[config.mk]
export PLATFORM = sky130hd
export DESIGN_NAME = visreadout
export DESIGN_NICKNAME = d
export VERILOG_FILES = /design/src/rtl/correlator_pkg.sv /design/src/rtl/vis_pingpong_ram.sv /design/src/rtl/visreadout.sv
export SDC_FILE = /design/constraint.sdc
export NUM_CORES = 1
export LEC_CHECK = 0
export ABC_AREA = 1
export BUFFER_PORTS_ARGS = -buffer_cell sky130_fd_sc_hd__buf_4
export CORE_UTILIZATION = 43
export CTS_BUF_LIST = sky130_fd_sc_hd__clkbuf_8
export DETAILED_ROUTE_END_ITERATION = 8
export PLACE_DENSITY_LB_ADDON = 0.05
export REMOVE_ABC_BUFFERS = 1
export SYNTH_ARGS = -nofsm -noshare
export SYNTH_HDL_FRONTEND = slang
export SYNTH_SLANG_ARGS = --single-unit
export TNS_END_PERCENT = 100
[constraint.sdc]
create_clock -name clock -period 2.6 [get_ports clock]
set_input_delay 0.52 -clock clock [delete_from_list [all_inputs] [get_ports clock]]
set_output_delay 0.52 -clock clock [all_outputs]
set_load 0.05 [all_outputs]
[src/rtl/correlator_pkg.sv]
`default_nettype none
// ============================================================================
// correlator_pkg: types and constants shared by the visibility readout path.
// Revision: 1.0
// ============================================================================
package correlator_pkg;

  localparam int VIS_BANKS = 2;

  typedef enum logic [1:0] {
    RD_IDLE = 2'd0,
    RD_LOAD = 2'd1,
    RD_REAL = 2'd2,
    RD_IMAG = 2'd3
  } rd_state_e;

  // Index width for n entries, never narrower than one bit.
  function automatic int idx_bits(input int n);
    return (n > 1) ? $clog2(n) : 1;
  endfunction

endpackage
`default_nettype wire

[src/rtl/vis_pingpong_ram.sv]
`default_nettype none
// ============================================================================
// vis_pingpong_ram: two-bank {re,im} visibility store, 1 write / 1 registered read.
// Revision: 1.0
// ============================================================================
module vis_pingpong_ram
  import correlator_pkg::*;
#(
  parameter int IBITS = 7,
  parameter int PSUMS = 3,
  parameter int EW    = idx_bits(PSUMS)
) (
  input  logic               clock,
  input  logic               we_i,
  input  logic               wbank_i,
  input  logic [EW-1:0]      wadr_i,
  input  logic [2*IBITS-1:0] wdata_i,
  input  logic               re_i,
  input  logic               rbank_i,
  input  logic [EW-1:0]      radr_i,
  output logic [2*IBITS-1:0] rdata_o
);

  logic [2*IBITS-1:0] mem_q [VIS_BANKS][PSUMS];
  logic [2*IBITS-1:0] rdata_q;

  // Read data is held between reads so the stream side sees a stable word.
  always_ff @(posedge clock) begin
    if (we_i) mem_q[wbank_i][wadr_i] <= wdata_i;
    if (re_i) rdata_q <= mem_q[rbank_i][radr_i];
  end

  assign rdata_o = rdata_q;

endmodule
`default_nettype wire

[src/rtl/visreadout.sv]
`default_nettype none
// ============================================================================
// visreadout: captures visibility blocks into a ping-pong RAM, replays them on AXI4-Stream.
// Revision: 1.0
// ============================================================================
module visreadout
  import correlator_pkg::*;
#(
  parameter int IBITS = 7,
  parameter int PSUMS = 3
) (
  input  logic             clock,
  input  logic             reset,
  input  logic             frame_i,
  input  logic             valid_i,
  input  logic             first_i,
  input  logic             last_i,
  input  logic [IBITS-1:0] rdata_i,
  input  logic [IBITS-1:0] idata_i,
  output logic             m_tvalid,
  input  logic             m_tready,
  output logic             m_tlast,
  output logic             m_tuser,
  output logic [IBITS-1:0] m_tdata,
  output logic             drop_o,
  output logic             len_err_o
);

  localparam int EW = idx_bits(PSUMS);
  localparam int AW = idx_bits(PSUMS + 1);

  logic [VIS_BANKS-1:0] full_q;
  logic                 wr_sel_q, wr_sel_d;
  logic                 rd_sel_q;
  logic                 wr_active_q, wr_active_d;
  logic [AW-1:0]        wr_adr_q, wr_adr_d;
  logic                 drop_q, drop_d;
  logic                 len_err_q, len_err_d;
  logic                 w_beat, w_we, w_commit, w_free, w_rd_en;
  logic [EW-1:0]        w_wadr;
  logic [2*IBITS-1:0]   w_rdata;

  rd_state_e            state_q;
  logic [EW-1:0]        rd_adr_q;
  logic                 m_tvalid_q, m_tlast_q, m_tuser_q;

  assign w_beat = valid_i & frame_i;

  // Writes always target wr_sel: commits and frees both alternate banks, so the
  // next bank in commit order is the oldest free one whenever any bank is free.
  always_comb begin
    wr_active_d = wr_active_q;
    wr_adr_d    = wr_adr_q;
    wr_sel_d    = wr_sel_q;
    drop_d      = 1'b0;
    len_err_d   = 1'b0;
    w_we        = 1'b0;
    w_wadr      = wr_adr_q[EW-1:0];
    w_commit    = 1'b0;
    if (wr_active_q && !frame_i) begin
      wr_active_d = 1'b0;
      len_err_d   = 1'b1;
    end else if (w_beat) begin
      if (first_i) begin
        if (!wr_active_q && full_q[wr_sel_q]) begin
          drop_d = 1'b1;
        end else begin
          len_err_d   = wr_active_q;
          w_we        = 1'b1;
          w_wadr      = '0;
          wr_adr_d    = AW'(1);
          wr_active_d = 1'b1;
          if (last_i) begin
            wr_active_d = 1'b0;
            if (PSUMS == 1) w_commit = 1'b1;
            else            len_err_d = 1'b1;
          end
        end
      end else if (wr_active_q) begin
        if (wr_adr_q == AW'(PSUMS)) begin
          wr_active_d = 1'b0;
          len_err_d   = 1'b1;
        end else begin
          w_we     = 1'b1;
          wr_adr_d = wr_adr_q + AW'(1);
          if (last_i) begin
            wr_active_d = 1'b0;
            if (wr_adr_q == AW'(PSUMS - 1)) w_commit = 1'b1;
            else                            len_err_d = 1'b1;
          end
        end
      end
    end
    if (w_commit) wr_sel_d = ~wr_sel_q;
  end

  always_ff @(posedge clock) begin
    if (reset) begin
      wr_active_q <= 1'b0;
      wr_adr_q    <= '0;
      wr_sel_q    <= 1'b0;
      drop_q      <= 1'b0;
      len_err_q   <= 1'b0;
    end else begin
      wr_active_q <= wr_active_d;
      wr_adr_q    <= wr_adr_d;
      wr_sel_q    <= wr_sel_d;
      drop_q      <= drop_d;
      len_err_q   <= len_err_d;
    end
  end

  assign w_free = (state_q == RD_IMAG) && m_tready && m_tlast_q;

  always_ff @(posedge clock) begin
    if (reset) begin
      full_q   <= '0;
      rd_sel_q <= 1'b0;
    end else begin
      if (w_commit) full_q[wr_sel_q] <= 1'b1;
      if (w_free) begin
        full_q[rd_sel_q] <= 1'b0;
        rd_sel_q         <= ~rd_sel_q;
      end
    end
  end

  always_ff @(posedge clock) begin
    if (reset) begin
      state_q    <= RD_IDLE;
      rd_adr_q   <= '0;
      m_tvalid_q <= 1'b0;
      m_tlast_q  <= 1'b0;
      m_tuser_q  <= 1'b0;
    end else begin
      case (state_q)
        RD_IDLE: if (full_q[rd_sel_q]) begin
          rd_adr_q <= '0;
          state_q  <= RD_LOAD;
        end
        RD_LOAD: begin
          state_q    <= RD_REAL;
          m_tvalid_q <= 1'b1;
          m_tuser_q  <= (rd_adr_q == '0);
        end
        RD_REAL: if (m_tready) begin
          state_q   <= RD_IMAG;
          m_tuser_q <= 1'b0;
          m_tlast_q <= (rd_adr_q == EW'(PSUMS - 1));
        end
        RD_IMAG: if (m_tready) begin
          m_tvalid_q <= 1'b0;
          m_tlast_q  <= 1'b0;
          if (m_tlast_q) begin
            state_q <= RD_IDLE;
          end else begin
            rd_adr_q <= rd_adr_q + EW'(1);
            state_q  <= RD_LOAD;
          end
        end
        default: state_q <= RD_IDLE;
      endcase
    end
  end

  assign w_rd_en = (state_q == RD_LOAD);

  vis_pingpong_ram #(
    .IBITS (IBITS),
    .PSUMS (PSUMS),
    .EW    (EW)
  ) u_ram (
    .clock   (clock),
    .we_i    (w_we),
    .wbank_i (wr_sel_q),
    .wadr_i  (w_wadr),
    .wdata_i ({rdata_i, idata_i}),
    .re_i    (w_rd_en),
    .rbank_i (rd_sel_q),
    .radr_i  (rd_adr_q),
    .rdata_o (w_rdata)
  );

  // Payload comes straight from the held RAM word; the state picks the half.
  assign m_tdata   = (state_q == RD_IMAG) ? w_rdata[IBITS-1:0] : w_rdata[2*IBITS-1:IBITS];
  assign m_tvalid  = m_tvalid_q;
  assign m_tlast   = m_tlast_q;
  assign m_tuser   = m_tuser_q;
  assign drop_o    = drop_q;
  assign len_err_o = len_err_q;

endmodule
`default_nettype wire

==> reports/results.tsv, run 1 <==
stage	metric	value	unit
detailed_routing	Initial DRC Count	187	
placed_design	Cells after DPL	577	
clock_network	CTS tree	done	
detailed_routing	uppermost layer routed	met4	
layout	post-layout instance area	5480	um^2
pwr	total power draw	0.00466	W
synth	Mean Syn Cell Area	11.5	um^2
outcome	status	complete, no violations	
clock_network	htree depth	4	
worst_setup_path	Register-to-Register Setup Slack	0.84	ns
layout	commonest non-fill, non-tap cell in the layout	edfxtp_1	
layout	final cell count without fillers	608	
pwr	switching fraction of total power	30.3	%
sta	Final Hold Fails	0	
grt	number of global-route vias before repair	2926	
sta	Clock Skews	0.00835	ns
worst_setup_path	Startpoint Class	flop	
clock_network	Post-CTS Hold Buffers	0	
worst_setup_path	critical path startpoint	state_q[0]$_SDFFE_PP0P_	
clock_network	clock-pin slew on the worst setup and hold paths	0.07	ns
pwr	Comb pwr share	22.1	%
grt	first-pass GRT wire length	15.6	mm
grt	largest net degree at the start of global routing	43	
sta	Peak Freq	0.453	GHz
worst_setup_path	CP required	2.08	ns
die	# rows	37	
pwr	internal power	0.00325	W
layout	layout cells sized above 1	18.2	%
grt	GRT Util Overall	18.9	%
detailed_routing	vias per std cell	5.02	
pwr	switching power	0.00141	W
clock_network	Setup Fix Bufs, Post-CTS	0	
pwr	Clock Power Share	30.1	%
worst_setup_path	worst r2r dst	u_ram.mem_q[0][37]$_DFFE_PP_	
die	Die Height	107	um
detailed_routing	Residual DRC	0	
worst_setup_path	R2R cell count	9	
die	Die X-Extent	107	um
detailed_routing	M1 WL	4.58	mm
clock_network	Post-CTS Resized	0	
layout	Layout Utilization	52.1	%
clock_network	clk_lat worst skew	0.42	ns
layout	Area Growth Syn to Fin	15.5	%
grt	GRT overflow	0	
pwr	VDD IR max	450	uV
worst_setup_path	Worst EP arrival	1.69	ns
layout	Ant. Diodes	0	
sta	RSZ-0062 raised after global routing	false	
synth	total number of yosys warnings	0	
worst_setup_path	worst setup path endpoint	m_tdata[1]	
sta	worst slew pin tran	0.910	ns
worst_setup_path	Crit. End Element	output pin	
sta	Slew Limit Fails	0	
pwr	Leak	2.04	nW
sta	crit path time final	2.21	ns
die	Total Die Area	11500	um^2
pwr	Flop pwr share	47.8	%
placed_design	HPWL Detailed	5.88	mm
grt	initial antenna violation count	0	
detailed_routing	WL/cell	16.2	um
die	io pins	33	
sta	Slew HR	39.3	%
worst_setup_path	FF-to-FF Start	wr_adr_q[0]$_SDFFE_PP0P_	
worst_setup_path	kind of critical path	reg2out	
sta	Final period util	85.0	%
die	Core Box Area	10500	um^2
clock_network	Num CTS Buffers	17	
pwr	PD cells	851	nW/um^2
synth	post-synthesis sequential area ratio	69.2	%
detailed_routing	via count	3051	
hold_path	worst hold path type	in2reg	
synth	flop and latch count out of synthesis	115	
layout	commonest non-fill, non-tap cells in the layout	edfxtp_1, nand2_1, nor2_1	
worst_setup_path	CP max FO	16	
detailed_routing	Routed WL	9.84	mm
placed_design	Placer Congestion	0.813	
detailed_routing	met3 wire length	400	um
layout	nets@finish	489	
placed_design	Port Buffer Count	32	
clock_network	CTS Sinks	115	
detailed_routing	drt first pass iters	4	
synth	Mapped Cells	414	
sta	Setup violations, final	0	
clock_network	Clock Root Buffer	clkbuf_8	
die	Starting Density	45.1	%
detailed_routing	WL met2	4.82	mm
clock_network	clock tree buffer depth	2	
synth	mapped cell area	4740	um^2
detailed_routing	Detail Route Antenna Nets	0	
synth	Netlist cell types	29	
placed_design	DP Area	5140	um^2
job	Max-Cap Viols	0	
sta	TNS Setup	0	ns
==> per-stage QoR <==
step	hold WS, ns	worst slack, ns
3_3_place_gp	0.456	0.812
6_report	0.308	0.390
2_1_floorplan	0.450	0.620
4_1_cts	0.286	0.340
5_1_grt	0.282	0.239
3_5_place_dp	0.465	0.791
==> sequential cells by signal (all words and copies together) (netlist names), named ones only <==
name / cells
u_ram.mem_q: 84
u_ram.rdata_o: 14
full_q: 2
rd_adr_q: 2
state_q: 2
wr_adr_q: 2
drop_o: 1
len_err_o: 1
m_tlast: 1
m_tuser: 1
m_tvalid: 1
rd_sel_q: 1
wr_active_q: 1
wr_sel_q: 1
==> power groups by stage <==
stage	Clock [W]	Combinational, W	Sequential (W)
2_1_floorplan	0	0.000656	0.00231
3_3_place_gp	0	0.00104	0.00227
3_5_place_dp	0	0.00105	0.00227
4_1_cts	0.00144	0.00105	0.00223
5_1_grt	0.00153	0.00116	0.00224
6_report	0.00140	0.00103	0.00223
==> synthesized netlist by cell type <==
cell type	count	area share, %
or2_2	1	0.13
nand4_1	2	0.26
buf_4	4	0.63
ha_1	8	2.1
nand3b_1	2	0.32
o21ai_0	17	1.8
o22ai_1	12	1.6
nor2_1	52	4.1
nand3_2	1	0.21
nand2_1	75	5.9
nor2_4	1	0.24
nor2_2	3	0.40
inv_4	2	0.26
nand3_1	14	1.5
edfxtp_1	98	62
a21oi_2	1	0.18
a21oi_1	14	1.5
or2_1	1	0.13
inv_1	20	1.6
o21a_1	12	1.9
inv_2	4	0.32
buf_2	9	0.95
o211ai_1	1	0.16
clkbuf_1	2	0.16
nor4_1	1	0.13
nor3_1	1	0.11
nand2_2	3	0.40
dfxtp_1	17	7.2
o21ai_1	36	3.8
==> worst max-delay path: stages, from the launching register on <==
cell and delay [ns]:
dfxtp_1 0.35, ha_1 0.20, buf_4 0.20, inv_4 0.16, nand2_1 0.06, nand2_1 0.09, buf_4 0.20
==> routing by layer <==
| layer | vias to the layer above | global-route usage, % |
|---|---|---|
| met4 | 0 | 6.16 |
| met2 | 61 | 30.1 |
| met5 | - | 0 |
| met1 | 1446 | 24.2 |
| met3 | 2 | 6.38 |
| li1 | 1542 | - |
==> worst min path at each step <==
stage	start	endpoint	slack, ns	cells past startpoint
2_1_floorplan	full_q[1]$_SDFF_PP0_	full_q[1]$_SDFF_PP0_	0.45	2
3_3_place_gp	m_tvalid$_SDFFE_PP0P_	m_tvalid$_SDFFE_PP0P_	0.46	2
3_5_place_dp	full_q[1]$_SDFF_PP0_	full_q[1]$_SDFF_PP0_	0.46	2
4_1_cts	idata_i[6]	u_ram.mem_q[1][6]$_DFFE_PP_	0.29	1
5_1_grt	rdata_i[1]	u_ram.mem_q[1][22]$_DFFE_PP_	0.28	1
6_report	rdata_i[1]	u_ram.mem_q[1][22]$_DFFE_PP_	0.31	1
==> area by class of cell <==
cell class,count,area [um^2]
clock buffers,17,234
clock inverters,14,100
fillers,922,5030
inverters,26,103
multi-input cells,258,1270
flip-flops and latches,115,3280
well taps,136,170
repair buffers,42,315
==> logic make-up (layout without fill, tap and decap cells) <==
family          count (synthesis)  count (layout)  synth area share [%]
flops                         115             115                  69.2
fa+ha+maj                       8               8                  2.11
compound gates                 93              93                  10.9
buf+inv                        41              99                  3.90
simple gates                  157             157                  13.9
Power figures use the tool's default switching activity.
==> run 2, diff against run 1 <==
==> constraint.sdc (replaced) <==
create_clock -name clock -period 2.21 [get_ports clock]
set_input_delay 0.442 -clock clock [delete_from_list [all_inputs] [get_ports clock]]
set_output_delay 0.442 -clock clock [all_outputs]
set_load 0.05 [all_outputs]
==> run 2 against run 1 <==
Effect of this change: sequential share of layout area down 1.0 points; worst setup slack got worse by 0.28 ns; non-clock buffer count increased by 5; clock-buffer cell count did not move; critical path depth did not move; sequential power is 17% higher; cell area is 1.8% higher; critical endpoint unchanged; largest cell class unchanged; largest power group unchanged; highest routed layer unchanged.
==> reports/results.tsv, run 2 (synthesis gave the netlist of run 1 again) <==
stage	metric	value	unit	change
die	Starting Density	45.1	%	unchanged
sta	TNS Setup	0	ns	unchanged
detailed_routing	Residual DRC	0		unchanged
sta	crit path time final	2.10	ns	
layout	Layout Utilization	53.1	%	was 52.1%
detailed_routing	drt first pass iters	5		was 4
die	# rows	37		unchanged
sta	Final period util	94.9	%	
sta	Peak Freq	0.477	GHz	
sta	Clock Skews	0.0104	ns	was 0.00835 ns
placed_design	Cells after DPL	582		was 577
sta	RSZ-0062 raised after global routing	false		unchanged
layout	nets@finish	494		was 489
layout	area occupied by registers	3280	um^2	about the same
sta	Hold WS	0.234	ns	was 0.308 ns
detailed_routing	WL/cell	16.4	um	was 16.2 um
sta	worst slew pin tran	0.470	ns	was 0.910 ns
clock_network	Clock Root Buffer	clkbuf_8		unchanged
clock_network	CTS Sinks	115		unchanged
placed_design	dpl ws	0.480	ns	was 0.791 ns
die	Core Box Area	10500	um^2	unchanged
worst_setup_path	CP max FO	9		was 16
sta	final worst slack	0.112	ns	was 0.390 ns
worst_setup_path	peak per-stage delay on the critical path	0.35	ns	about the same
sta	Slew HR	68.6	%	was 39.3%
sta	Slew Limit Fails	0		unchanged
die	Die X-Extent	107	um	unchanged
grt	initial antenna violation count	0		unchanged
layout	Ant. Diodes	0		unchanged
layout	max reg flops	84		unchanged
grt	number of global-route vias before repair	3057		was 2926
detailed_routing	vias per std cell	5.09		was 5.02
grt	largest net degree at the start of global routing	43		unchanged
worst_setup_path	CP required	1.77	ns	was 2.08 ns
worst_setup_path	CP dominant cell by count	nand2_1		
layout	Biggest register	u_ram.mem_q		unchanged
detailed_routing	Initial DRC Count	197		was 187
die	io pins	33		unchanged
placed_design	Placer Congestion	0.826		was 0.813
placed_design	HPWL Detailed	6.41	mm	was 5.88 mm
sta	Setup violations, final	0		unchanged
layout	commonest non-fill, non-tap cell in the layout	edfxtp_1		unchanged
detailed_routing	Routed WL	10.1	mm	was 9.84 mm
clock_network	CTS tree	done		unchanged
clock_network	clock tree buffer depth	2		unchanged
outcome	status	complete, no violations		unchanged
layout	layout cells sized above 1	20.1	%	was 18.2%
grt	first-pass GRT wire length	16.1	mm	was 15.6 mm
job	Max-Cap Viols	0		unchanged
worst_setup_path	Startpoint Class	flop		unchanged
grt	GRT overflow	0		unchanged
die	Total Die Area	11500	um^2	unchanged
worst_setup_path	kind of critical path	reg2out		unchanged
clock_network	Post-CTS Hold Buffers	0		unchanged
pwr	Leak	2.08	nW	was 2.04 nW
layout	commonest non-fill, non-tap cells in the layout	edfxtp_1, nand2_1, nor2_1		unchanged
clock_network	clock-pin slew on the worst setup and hold paths	0.07	ns	about the same
pwr	PD cells	1040	nW/um^2	was 851 nW/um^2
layout	fillers	905		was 922
worst_setup_path	Crit. End Element	output pin		unchanged
worst_setup_path	slowest stage cell, crit path	dfxtp_1		unchanged
worst_setup_path	Buf+Inv Stages, Crit Path	3		unchanged
worst_setup_path	CP top delay family	buffers and inverters		unchanged
clock_network	Num CTS Buffers	17		unchanged
layout	multi-input logic area	1280	um^2	was 1270 um^2
worst_setup_path	crit path cell chain	ha_2, buf_4, inv_4, nand2_1, nand2_1, buf_6		was ha_1, buf_4, inv_4, nand2_1, nand2_1, buf_4
pwr	VDD IR max	544	uV	was 450 uV
worst_setup_path	Register-to-Register Setup Slack	0.46	ns	was 0.84 ns
die	Die Height	107	um	unchanged
clock_network	clk_lat worst skew	0.43	ns	was 0.42 ns
detailed_routing	via count	3125		was 3051
layout	final cell count without fillers	614		was 608
grt	GRT Util Overall	19.3	%	was 18.9%
sta	Final Hold Fails	0		unchanged
clock_network	htree depth	4		unchanged
placed_design	Port Buffer Count	32		unchanged
layout	Area Growth Syn to Fin	17.6	%	was 15.5%
detailed_routing	Detail Route Antenna Nets	0		unchanged
hold_path	worst hold path type	in2reg		unchanged
worst_setup_path	Worst EP arrival	1.66	ns	was 1.69 ns
## run 2: cell types whose count changed in the layout (fill, tap and decap cells not counted), moves of 3 or more
cell	previous run	this run
buf_4	42	46
clkinv_2	7	3
inv_1	23	20
inv_6	1	5
## run 2: worst paths after layout
check | from | to | cells after the start
setup / recovery | state_q[0]$_SDFFE_PP0P_ | m_tdata[1] | 6
hold reg to reg | full_q[1]$_SDFF_PP0_ | full_q[1]$_SDFF_PP0_ | 2
hold / removal | reset | state_q[1]$_SDFFE_PP0P_ | 2
setup reg to reg | wr_adr_q[0]$_SDFFE_PP0P_ | u_ram.mem_q[0][17]$_DFFE_PP_ | 8
## run 2: report_power, final
| group | internal [W] | total [W] | switching, W |
|---|---|---|---|
| clock | 0.00101 | 0.00191 | 0.000902 |
| sequential | 0.00255 | 0.00261 | 0.0000595 |
| combinational | 0.000430 | 0.00125 | 0.000824 |
| total | 0.00399 | 0.00578 | 0.00179 |
## run 2: cell type report
type,count,share of cell area [%]
flip-flops and latches,115,58.9
multi-input cells,258,22.9
clock inverters,15,2.76
inverters,26,1.84
repair buffers,47,6.39
well taps,136,3.05
clock buffers,17,4.19
## run 2: repair_timing
item | in CTS | in global routing
setup endpoints to repair | 0 | 7
setup buffers | 0 | 0
resized for setup | 0 | 3
## run 2: routing by layer
layer  vias up  track usage, %  wire length (um)
met2        61            31.6              4950
met4         0            6.75                56
met1      1505            24.3              4620
met5         -               0                 0
li1       1555               -                 -
met3         4            5.65               445
## run 2: stage by stage
step           total power, W  cell area [um^2]
5_1_grt               0.00608              5580
4_1_cts               0.00584              5570
3_3_place_gp          0.00392              5180
6_report              0.00578              5580
2_1_floorplan         0.00349              4660
3_5_place_dp          0.00393              5180
